--- src/rtl/div_pkg.sv ---
// Shared widths, FSM encoding and saturation constants for the sequential
// signed divider.
package div_pkg;

  localparam int DIV_W    = 16;
  localparam int DIV_ITER = 16;
  localparam int DIV_LAT  = 18;
  localparam int CNT_W    = $clog2(DIV_ITER);

  localparam logic [DIV_W-1:0] SAT_MAX = 16'h7FFF;
  localparam logic [DIV_W-1:0] SAT_MIN = 16'h8000;

  typedef enum logic [1:0] {
    IDLE = 2'd0,
    CALC = 2'd1,
    FIX  = 2'd2,
    DONE = 2'd3
  } div_state_e;

  // |0x8000| wraps to 0x8000, which is the correct unsigned magnitude
  function automatic logic [DIV_W-1:0] abs_w(input logic [DIV_W-1:0] v);
    return v[DIV_W-1] ? (~v + 1'b1) : v;
  endfunction

endpackage

--- src/rtl/div16_seq_if.sv ---
// Start/operand/result bundle between the execute-stage pipeline and the
// divider. clk/rst stay outside as plain ports.
interface div16_seq_if;
  import div_pkg::*;

  logic             start;
  logic [DIV_W-1:0] a;
  logic [DIV_W-1:0] b;
  logic             busy;
  logic             done;
  logic [DIV_W-1:0] quot;
  logic [DIV_W-1:0] rem;
  logic             dbz;
  logic             ovfl;

  modport master (
    output start, a, b,
    input  busy, done, quot, rem, dbz, ovfl
  );

  modport slave (
    input  start, a, b,
    output busy, done, quot, rem, dbz, ovfl
  );

endinterface

--- src/rtl/div_step.sv ---
// One restoring-division iteration: shift in the next dividend bit, trial
// subtract the divisor magnitude, keep or restore.
module div_step
  import div_pkg::*;
(
  input  logic [DIV_W:0]   prem_i,
  input  logic             din_i,
  input  logic [DIV_W-1:0] dvsr_i,
  output logic [DIV_W:0]   prem_o,
  output logic             qbit_o
);

  logic [DIV_W+1:0] shifted;
  logic [DIV_W:0]   diff;

  always_comb begin
    shifted = {prem_i, din_i};
    // Partial remainder stays below |b| <= 0x8000, so shifted fits 17 bits
    qbit_o  = (shifted >= {2'b00, dvsr_i});
    diff    = shifted[DIV_W:0] - {1'b0, dvsr_i};
    prem_o  = qbit_o ? diff : shifted[DIV_W:0];
  end

endmodule

--- src/rtl/div16_seq.sv ---
// Sequential 16-bit signed restoring divider, fixed 18-cycle latency.
// Define DIV_SAT_EN for saturating overflow/divide-by-zero results.
module div16_seq
  import div_pkg::*;
(
  input  logic        clk,
  input  logic        rst,
  div16_seq_if.slave  bus
);

  div_state_e       state_q, state_d;
  logic [CNT_W-1:0] cnt_q, cnt_d;
  logic [DIV_W:0]   prem_q, prem_d;
  logic [DIV_W-1:0] dq_q, dq_d;       // dividend magnitude in, quotient out
  logic [DIV_W-1:0] bmag_q, bmag_d;
  logic [DIV_W-1:0] a_q, a_d;
  logic             sa_q, sa_d;
  logic             sq_q, sq_d;
  logic             dbz_p_q, dbz_p_d;
  logic             ovfl_p_q, ovfl_p_d;
  logic [DIV_W-1:0] quot_q, quot_d;
  logic [DIV_W-1:0] rem_q, rem_d;
  logic             dbz_q, dbz_d;
  logic             ovfl_q, ovfl_d;

  logic [DIV_W:0]   prem_nxt;
  logic             qbit;
  logic             accept;
  logic [DIV_W-1:0] q_fix, r_fix;

  div_step u_step (
    .prem_i (prem_q),
    .din_i  (dq_q[DIV_W-1]),
    .dvsr_i (bmag_q),
    .prem_o (prem_nxt),
    .qbit_o (qbit)
  );

  assign accept   = bus.start && ((state_q == IDLE) || (state_q == DONE));
  assign bus.busy = (state_q == CALC) || (state_q == FIX);
  assign bus.done = (state_q == DONE);
  assign bus.quot = quot_q;
  assign bus.rem  = rem_q;
  assign bus.dbz  = dbz_q;
  assign bus.ovfl = ovfl_q;

  always_comb begin
    state_d  = state_q;
    cnt_d    = cnt_q;
    prem_d   = prem_q;
    dq_d     = dq_q;
    bmag_d   = bmag_q;
    a_d      = a_q;
    sa_d     = sa_q;
    sq_d     = sq_q;
    dbz_p_d  = dbz_p_q;
    ovfl_p_d = ovfl_p_q;
    quot_d   = quot_q;
    rem_d    = rem_q;
    dbz_d    = dbz_q;
    ovfl_d   = ovfl_q;
    q_fix    = sq_q ? (~dq_q + 1'b1) : dq_q;
    r_fix    = sa_q ? (~prem_q[DIV_W-1:0] + 1'b1) : prem_q[DIV_W-1:0];

    case (state_q)
      IDLE, DONE: begin
        state_d = IDLE;
        if (accept) begin
          state_d  = CALC;
          cnt_d    = '0;
          prem_d   = '0;
          dq_d     = abs_w(bus.a);
          bmag_d   = abs_w(bus.b);
          a_d      = bus.a;
          sa_d     = bus.a[DIV_W-1];
          sq_d     = bus.a[DIV_W-1] ^ bus.b[DIV_W-1];
          dbz_p_d  = (bus.b == '0);
          ovfl_p_d = (bus.a == SAT_MIN) && (bus.b == '1);
        end
      end
      CALC: begin
        prem_d = prem_nxt;
        dq_d   = {dq_q[DIV_W-2:0], qbit};
        cnt_d  = cnt_q + 1'b1;
        if (cnt_q == CNT_W'(DIV_ITER - 1)) state_d = FIX;
      end
      FIX: begin
        state_d = DONE;
        quot_d  = q_fix;
        rem_d   = r_fix;
        dbz_d   = dbz_p_q;
        ovfl_d  = ovfl_p_q;
        // Special cases still take the full latency so stall timing is uniform
`ifdef DIV_SAT_EN
        if (ovfl_p_q) begin
          quot_d = SAT_MAX;
          rem_d  = '0;
        end else if (dbz_p_q) begin
          quot_d = a_q[DIV_W-1] ? SAT_MIN : SAT_MAX;
          rem_d  = a_q;
        end
`else
        if (ovfl_p_q) begin
          quot_d = SAT_MIN;
          rem_d  = '0;
        end else if (dbz_p_q) begin
          quot_d = '1;
          rem_d  = a_q;
        end
`endif
      end
      default: state_d = IDLE;
    endcase
  end

  always_ff @(posedge clk) begin
    if (rst) begin
      state_q  <= IDLE;
      cnt_q    <= '0;
      prem_q   <= '0;
      dq_q     <= '0;
      bmag_q   <= '0;
      a_q      <= '0;
      sa_q     <= 1'b0;
      sq_q     <= 1'b0;
      dbz_p_q  <= 1'b0;
      ovfl_p_q <= 1'b0;
      quot_q   <= '0;
      rem_q    <= '0;
      dbz_q    <= 1'b0;
      ovfl_q   <= 1'b0;
    end else begin
      state_q  <= state_d;
      cnt_q    <= cnt_d;
      prem_q   <= prem_d;
      dq_q     <= dq_d;
      bmag_q   <= bmag_d;
      a_q      <= a_d;
      sa_q     <= sa_d;
      sq_q     <= sq_d;
      dbz_p_q  <= dbz_p_d;
      ovfl_p_q <= ovfl_p_d;
      quot_q   <= quot_d;
      rem_q    <= rem_d;
      dbz_q    <= dbz_d;
      ovfl_q   <= ovfl_d;
    end
  end

endmodule

--- src/flat_wrapper.sv ---
// flat-port wrapper written by rule: the top's interface ports become plain ports
module div16_seq_flat import div_pkg::*;
  (clk, rst, bus_start, bus_a, bus_b, bus_busy, bus_done, bus_quot, bus_rem, bus_dbz, bus_ovfl);
  div16_seq_if bus_i ();
  input  logic clk;
  input  logic rst;
  input wire logic [$bits(bus_i.start)-1:0] bus_start;
  input wire logic [$bits(bus_i.a)-1:0] bus_a;
  input wire logic [$bits(bus_i.b)-1:0] bus_b;
  output wire logic [$bits(bus_i.busy)-1:0] bus_busy;
  output wire logic [$bits(bus_i.done)-1:0] bus_done;
  output wire logic [$bits(bus_i.quot)-1:0] bus_quot;
  output wire logic [$bits(bus_i.rem)-1:0] bus_rem;
  output wire logic [$bits(bus_i.dbz)-1:0] bus_dbz;
  output wire logic [$bits(bus_i.ovfl)-1:0] bus_ovfl;
  assign bus_i.start = bus_start;
  assign bus_i.a = bus_a;
  assign bus_i.b = bus_b;
  assign bus_busy = bus_i.busy;
  assign bus_done = bus_i.done;
  assign bus_quot = bus_i.quot;
  assign bus_rem = bus_i.rem;
  assign bus_dbz = bus_i.dbz;
  assign bus_ovfl = bus_i.ovfl;
  div16_seq u_core (.clk(clk), .rst(rst), .bus(bus_i));
endmodule
--- config.mk ---
export PLATFORM = sky130hd
export DESIGN_NAME = div16_seq_flat
export DESIGN_NICKNAME = d
export VERILOG_FILES = /design/src/rtl/div_pkg.sv /design/src/rtl/div16_seq_if.sv /design/src/rtl/div_step.sv /design/src/rtl/div16_seq.sv /design/src/flat_wrapper.sv
export SDC_FILE = /design/constraint.sdc
export NUM_CORES = 1
export LEC_CHECK = 0
export ABC_AREA = 1
export BUFFER_PORTS_ARGS = -buffer_cell sky130_fd_sc_hd__buf_2
export CAP_MARGIN = 5
export CORE_ASPECT_RATIO = 2
export CORE_MARGIN = 3
export CORE_UTILIZATION = 54
export DETAILED_ROUTE_END_ITERATION = 16
export HOLD_SLACK_MARGIN = 0.05
export PLACE_DENSITY = 0.87
export SETUP_SLACK_MARGIN = 0.4
export SLEW_MARGIN = 20
export SYNTH_ARGS = -nofsm -noshare
export SYNTH_HDL_FRONTEND = slang
export SYNTH_SLANG_ARGS = --single-unit
export TNS_END_PERCENT = 10
--- constraint.sdc ---
create_clock -name clk -period 2.02 [get_ports clk]
set_input_delay 0.303 -clock clk [delete_from_list [all_inputs] [get_ports clk]]
set_output_delay 0.303 -clock clk [all_outputs]
set_load 0.01 [all_outputs]
==> impl_metrics.py, run 1 <==
metrics = {
    "power": {
        "leakage_nw": 4.17,
        "peakVddDrop_uv": 1470,
        "p_total_mw": 12.4,
        "power_density_mw_per_mm2": 1370,
    },
    "detailed_routing": {
        "dr_total_vias": 8457,
        "drt_iter0_drc": 910,
        "dr.pass1.iters": 6,
        "drc": 0,
        "via_per_inst": 6.25,
        "ant_nets": 0,
        "post_drt_wl_per_cell_um": 19.4,
        "totalWireLength_um": 26200,
    },
    "placement": {
        "pre_cts_ws_ps": -70.9,
        "place_area_mm2": 0.00770,
        "port-buffer-count": 70,
        "place_inst": 1313,
        "hpwlAfterDp_um": 16900,
        "gp_congestion": 0.987,
    },
    "floorplan": {
        "placement_rows": 57,
        "die_x_um": 85.9,
        "dieArea_mm2": 0.0142,
        "coreArea_mm2": 0.0123,
        "ios": 71,
        "die_h_um": 166,
        "start_util_pct": 55.8,
    },
    "synth": {
        "async_flop_share_pct": 0,
        "syn_nets": 1156,
        "yosysSeqAreaShare_pct": 31.4,
        "synth_cell_types": 45,
        "synth.area.top_cells": "dfxtp_1 (31%), nand2_1 (14%), a21oi_1 (9.0%), nand3_1 (8.9%), inv_1 (7.6%)",
        "ys_ff_latch": 108,
        "ys_warn_count": 0,
        "synth_area_leader_cell": "dfxtp_1",
        "netlist_instances": 1095,
        "synth-edff-count": 0,
        "synthesis.area_mm2": 0.00689,
        "syn_area_per_cell_um2": 6.29,
        "synth_top_area_share_pct": 31.4,
        "synthFlopType": "dfxtp_1",
    },
    "sta": {
        "fin_crit_sh_pct": 103,
        "rsz0062_at_grt": "yes",
        "finalSetupViolCount": 5,
        "setup-tns-final_ps": -170,
        "fin_ws_ps": -60.3,
        "worstMarginPinSlew_ps": 579,
        "slew_headroom_pct": 61.0,
        "fmax_ghz": 0.481,
        "finClkSkew_ps": 9.97,
        "drv_slew": 0,
        "whs_ps": 267,
        "period_needed_ps": 2080,
        "finalHoldViolations": 0,
    },
    "worst_setup_path": {
        "crit_path_start_kind": "register",
        "arrival_ps": 2350,
        "crit_required_ps": 2290,
        "crit_fanout": 9,
        "cp-end-kind": "register",
        "path_class": "register to register",
    },
    "cells_and_area": {
        "finalCoreUtilization_pct": 73.1,
        "fin_cells": 1353,
        "num_antenna_cells": 0,
        "drive_above_1_share_pct": 27.5,
        "fin_area_mm2": 0.00902,
        "area_delta_synth_final_pct": 30.9,
        "fin_nets": 1263,
    },
    "clock_network": {
        "cts_tree": "yes",
        "htreeDepth": 3,
        "clock_path_buffers": 2,
        "cts_hold_buf": 0,
        "clk_latency_ps": 360,
        "cts.sinks": 108,
        "cts_buffers": 9,
        "clkTransAtPathRegs_ps": 80,
        "root_buffer": "clkbuf_16",
    },
    "global_route": {
        "grt_max_degree": 38,
        "overflow": 0,
        "grt_pass1_wl_um": 38300,
        "antenna_found_initial": 0,
        "grt_usage_pct": 33.8,
        "grt_pass1_vias": 7911,
    },
    "worst_hold_path": {
        "hp-class": "input pin to register",
    },
    "run": {
        "cap_violations": 0,
    },
    "status": {
        "status": "finished with violations",
        "violations": "setup timing",
    },
}
logic make-up (layout without fill, tap and decap cells):
family                   Yosys count  in the layout  share of synthesized area, %
AO/OA/AOI/OAI                    235            235                          18.7
AND/OR/NAND/NOR                  526            528                          33.0
flip-flops                       108            108                          31.4
adder cells (fa/ha/maj)           26             26                          4.83
buffers and inverters            188            297                          10.5
XOR/XNOR                          12             12                          1.53
cell usage after synthesis, drive strengths merged (2+ instances only):
cell and n:
o211ai 11, a21o 2, xnor2 8, nand4 15, or2 4, o21ai 70
a22oi 7, nor2 89, nor4 3, o31ai 4, inv 141, nand3b 3
a21oi 125, ha 25, xor2 4, nand2 269, nor3 16, clkinv 3
buf 8, o221ai 6, clkbuf 36, nand3 124, dfxtp 108, a221oi 2
a31oi 4
layer usage:
metal / GRT usage [%] / part of all wire (%)
met1: 33.5 / 31
met2: 59.5 / 51
met3: 4.12 / 7.5
met4: 28.9 / 11
met5: 0 / 0
cell usage in the layout (no fill, tap or decap), types with 4 or more instances in the layout:
master | Yosys | routed
dfxtp_1 | 108 | 86
nor2_2 | 3 | 5
a21oi_1 | 124 | 116
nor2_4 | 2 | 11
o21ai_2 | 1 | 4
nand3_2 | 1 | 26
buf_2 | 6 | 70
o211ai_1 | 11 | 11
nand2_4 | 1 | 12
nand2_2 | 7 | 25
inv_1 | 140 | 113
o221ai_1 | 6 | 6
o21ai_1 | 1 | 5
clkbuf_16 | 0 | 9
a31oi_1 | 4 | 4
nand3_1 | 123 | 94
ha_1 | 25 | 5
nor2_1 | 84 | 73
nor3_1 | 16 | 10
xnor2_1 | 8 | 8
nand3_4 | 0 | 4
nand4_1 | 15 | 15
dfxtp_2 | 0 | 19
buf_4 | 1 | 56
inv_2 | 1 | 20
o31ai_1 | 4 | 4
nand2_1 | 261 | 232
ha_4 | 0 | 19
inv_4 | 0 | 7
o21ai_0 | 68 | 61
xor2_1 | 4 | 4
buf_12 | 0 | 8
a21oi_2 | 1 | 8
a22oi_1 | 7 | 7
area by class of cell:
| cell class | count | area (um2) |
|---|---|---|
| inverters | 144 | 562 |
| clock buffers | 11 | 243 |
| fillers | 904 | 3320 |
| flip-flops and latches | 108 | 2200 |
| well taps | 147 | 184 |
| clock inverters | 4 | 73.8 |
| repair buffers | 138 | 992 |
| multi-input cells | 801 | 4770 |
where the power goes:
| part | total [mW] | internal, mW | switching (mW) |
|---|---|---|---|
| combinational | 7.38 | 2.75 | 4.63 |
| clock | 1.93 | 1.12 | 0.818 |
| sequential | 3.08 | 2.63 | 0.452 |
| total | 12.4 | 6.49 | 5.90 |
repair_timing:
action | CTS | global route
setup endpoints to repair | 69 | 95
resized for setup | 83 | 123
cloned | 3 | 0
pin swaps | 33 | 55
buffers inserted | 14 | 8
hold endpoints to repair | 0 | 0
worst max-delay path, cell delays in order (launching register included):
cell     delay (ps)
dfxtp_2         320
inv_2           140
ha_4            230
buf_4           130
a21oi_2         220
a21oi_2         110
nor2_4          130
buf_4           210
nand2_8         110
nand2_1         100
nand3_2          70
a21oi_1         190
registers in the layout, indices dropped and copies added (netlist names):
| name | cells |
|---|---|
| u_core.dbz_p_q | 1 |
| u_core.bus.dbz | 1 |
| u_core.ovfl_p_q | 1 |
| u_core.bmag_q | 16 |
| u_core.a_q | 15 |
| u_core.bus.rem | 16 |
| u_core.sa_q | 1 |
| u_core.prem_q | 17 |
| u_core.state_q | 2 |
| u_core.sq_q | 1 |
| u_core.cnt_q | 4 |
| u_core.bus.ovfl | 1 |
| u_core.dq_q | 16 |
| u_core.bus.quot | 16 |
path summary, 6_finish.rpt:
path / end / cells after the start / start / slack (ps)
hold / removal: u_core.a_q[0]$_SDFFE_PP0P_ / 3 / bus_a[0] / 270
setup / recovery: u_core.prem_q[5]$_SDFFE_PP0P_ / 11 / u_core.bmag_q[13]$_SDFFE_PP0P_ / -60
hold reg to reg: u_core.a_q[13]$_SDFFE_PP0P_ / 2 / u_core.a_q[13]$_SDFFE_PP0P_ / 460
setup reg to reg: u_core.prem_q[5]$_SDFFE_PP0P_ / 11 / u_core.bmag_q[13]$_SDFFE_PP0P_ / -60
Power figures use the tool's default switching activity.
==> run 2: changes to the inputs <==
- ABC_CLOCK_PERIOD_IN_PS: unset -> 2020
- SKIP_LAST_GASP: unset -> 1
- SLEW_MARGIN: 20 -> unset
==> run 2 against run 1 <==
Net effect:
- the flow still finishes with violations (setup timing)
- global-route usage unchanged
- final cell count unchanged
- flip-flop and latch count unchanged
- via count decreased by 2.1%
- total power decreased by 3.8%
- clock skew about the same
- worst setup slack got worse by 16 ps
- highest routed layer unchanged
- critical endpoint is now u_core.prem_q[0]$_SDFFE_PP0P_
- maximum frequency decreased by 0.77%
- first-iteration DRC count decreased by 6.9%
- routed wire length decreased by 3.6%
- sequential power decreased by 2%
- critical path depth unchanged
==> impl_metrics.py, run 2 (synthesis results as in run 1) <==
metrics = {
    "sta": {
        "fmax_ghz": 0.477,
        "fin_ws_ps": -76.5,
        "setup-tns-final_ps": -123,
        "drv_slew": 0,
        "period_needed_ps": 2100,
        "worstMarginPinSlew_ps": 569,
        "whs_ps": 262,
        "finalHoldViolations": 0,
        "rsz0062_at_grt": "yes",
        "fin_crit_sh_pct": 104,
        "finalSetupViolCount": 2,
        "finClkSkew_ps": 9.89,
        "slew_headroom_pct": 61.7,
    },
    "power": {
        "p_sw_share_pct": 47.1,
        "internal_power_mw": 6.30,
        "power.switching_mw": 5.62,
        "clockPowerShare_pct": 16.2,
        "power_density_mw_per_mm2": 1360,
        "peakVddDrop_uv": 1250,
        "power_frac_seq_pct": 25.4,
        "comb_power_share_pct": 58.4,
        "leakage_nw": 4.12,
    },
    "run": {
        "cap_violations": 0,
    },
    "clock_network": {
        "cts_hold_buf": 0,
        "clock_path_buffers": 2,
        "cts_tree": "yes",
        "cts.sinks": 108,
        "root_buffer": "clkbuf_16",
        "clk_latency_ps": 360,
        "cts_buffers": 9,
        "clkTransAtPathRegs_ps": 70,
        "htreeDepth": 3,
    },
    "floorplan": {
        "die_h_um": 166,
        "start_util_pct": 55.8,
        "coreArea_mm2": 0.0123,
        "placement_rows": 57,
        "dieArea_mm2": 0.0142,
        "ios": 71,
        "die_x_um": 85.9,
    },
    "cells_and_area": {
        "area_delta_synth_final_pct": 27.6,
        "final_common_cell": "nand2_1",
        "regMostFlops": "u_core.prem_q",
        "largest_register_ffs": 17,
        "drive_above_1_share_pct": 23.5,
        "fin_nets": 1263,
        "fill_cells": 980,
        "num_antenna_cells": 0,
        "layout_common_cells": "nand2_1 (241), inv_1 (122), a21oi_1 (118)",
    },
    "placement": {
        "gp_congestion": 0.987,
        "hpwlAfterDp_um": 16900,
        "port-buffer-count": 70,
    },
    "global_route": {
        "overflow": 0,
        "grt_pass1_vias": 7911,
        "grt_usage_pct": 33.8,
        "antenna_found_initial": 0,
        "grt_pass1_wl_um": 38300,
        "grt_max_degree": 38,
    },
    "worst_setup_path": {
        "worstRegToRegCells": 11,
        "reg2reg_to": "u_core.prem_q[0]$_SDFFE_PP0P_",
        "crit_required_ps": 2280,
        "r2r-start": "u_core.bmag_q[13]$_SDFFE_PP0P_",
        "r2r_setup_slack_ps": -80,
        "path_class": "register to register",
        "arrival_ps": 2360,
        "cp-end-kind": "register",
        "crit_path_start_kind": "register",
        "crit_fanout": 9,
    },
    "status": {
        "status": "finished with violations",
        "violations": "setup timing",
    },
    "worst_hold_path": {
        "min_to": "u_core.a_q[0]$_SDFFE_PP0P_",
        "hp-class": "input pin to register",
        "min_from": "bus_a[0]",
        "whs_path_depth": 3,
    },
    "detailed_routing": {
        "totalWireLength_um": 25300,
        "post_drt_wl_per_cell_um": 18.7,
        "via_per_inst": 6.12,
        "dr_total_vias": 8277,
        "ant_nets": 0,
        "dr.pass1.iters": 7,
        "drc": 0,
        "drt_iter0_drc": 847,
    },
}
==> run 2: cell type report <==
class / instances / area, um2 / share of cell area (%)
Multi-Input combinational cell: 801 / 4590 / 52.2
Inverter: 144 / 548 / 6.23
Sequential cell: 108 / 2190 / 24.9
Tap cell: 147 / 184 / 2.09
Clock buffer: 11 / 243 / 2.76
Timing Repair Buffer: 138 / 967 / 11.0
Clock inverter: 4 / 73.8 / 0.840
==> run 2: power groups by stage <==
| stage | Sequential (mW) | Combinational, mW | Clock, mW |
|---|---|---|---|
| 3_5_place_dp | 2.99 | 5.29 | 0 |
| 3_3_place_gp | 2.98 | 5.22 | 0 |
| 5_1_grt | 3.06 | 7.48 | 2.00 |
| 2_1_floorplan | 2.92 | 3.73 | 0 |
| 6_report | 3.03 | 6.96 | 1.94 |
| 4_1_cts | 2.98 | 6.27 | 1.91 |
==> run 2: worst max-delay path by stage <==
| stage | startpoint | slack (ps) | end |
|---|---|---|---|
| final | u_core.bmag_q[13]$_SDFFE_PP0P_ | -80 | u_core.prem_q[0]$_SDFFE_PP0P_ |
| after global routing | u_core.bmag_q[13]$_SDFFE_PP0P_ | -140 | u_core.prem_q[0]$_SDFFE_PP0P_ |
| after CTS | u_core.dq_q[15]$_SDFFE_PP0P_ | 160 | u_core.prem_q[5]$_SDFFE_PP0P_ |
| after detailed placement | u_core.bmag_q[5]$_SDFFE_PP0P_ | -70 | u_core.prem_q[2]$_SDFFE_PP0P_ |
| after global placement | u_core.bmag_q[5]$_SDFFE_PP0P_ | 10 | u_core.prem_q[2]$_SDFFE_PP0P_ |
| after floorplan | u_core.dq_q[15]$_SDFFE_PP0P_ | 270 | u_core.dq_q[0]$_SDFFE_PP0P_ |
==> run 2: per-layer routing <==
| layer | part of all wire, % | global-route usage, % | vias up |
|---|---|---|---|
| met5 | 0 | 0 | - |
| met4 | 10 | 28.9 | 0 |
| met3 | 5.7 | 4.12 | 179 |
| met2 | 51 | 59.5 | 458 |
| met1 | 33 | 33.5 | 3810 |
| li1 | - | - | 3830 |
==> run 2: metrics by stage <==
step / worst slack [ps] / cells / power (mW) / cell area [um2] / util (%)
floorplan: 270 / 1095 / 6.64 / 6970 / -
global placement: 10.2 / 1313 / 8.21 / 7700 / 62.4
detailed placement: -70.9 / 1313 / 8.29 / 7700 / 62.4
CTS: 158 / 1345 / 11.2 / 8570 / 69.5
global route: -135 / 1353 / 12.5 / 8790 / 71.3
finish: -76.5 / 1353 / 11.9 / 8790 / 71.3
==> run 2: timing repair <==
action / CTS / global route
buffers inserted: 14 / 8
resized for setup: 83 / 51
cloned: 3 / 0
endpoints found under the setup margin: 69 / 95
pin swaps: 33 / 27
==> run 2: critical path, stage by stage, from the launching register on <==
cell	delay, ps
dfxtp_2	320
inv_2	120
ha_4	230
buf_4	130
a21oi_2	220
a21oi_2	120
nor2_4	130
buf_4	210
nand2_8	110
nand2_1	90
nand3_1	100
a21oi_1	190
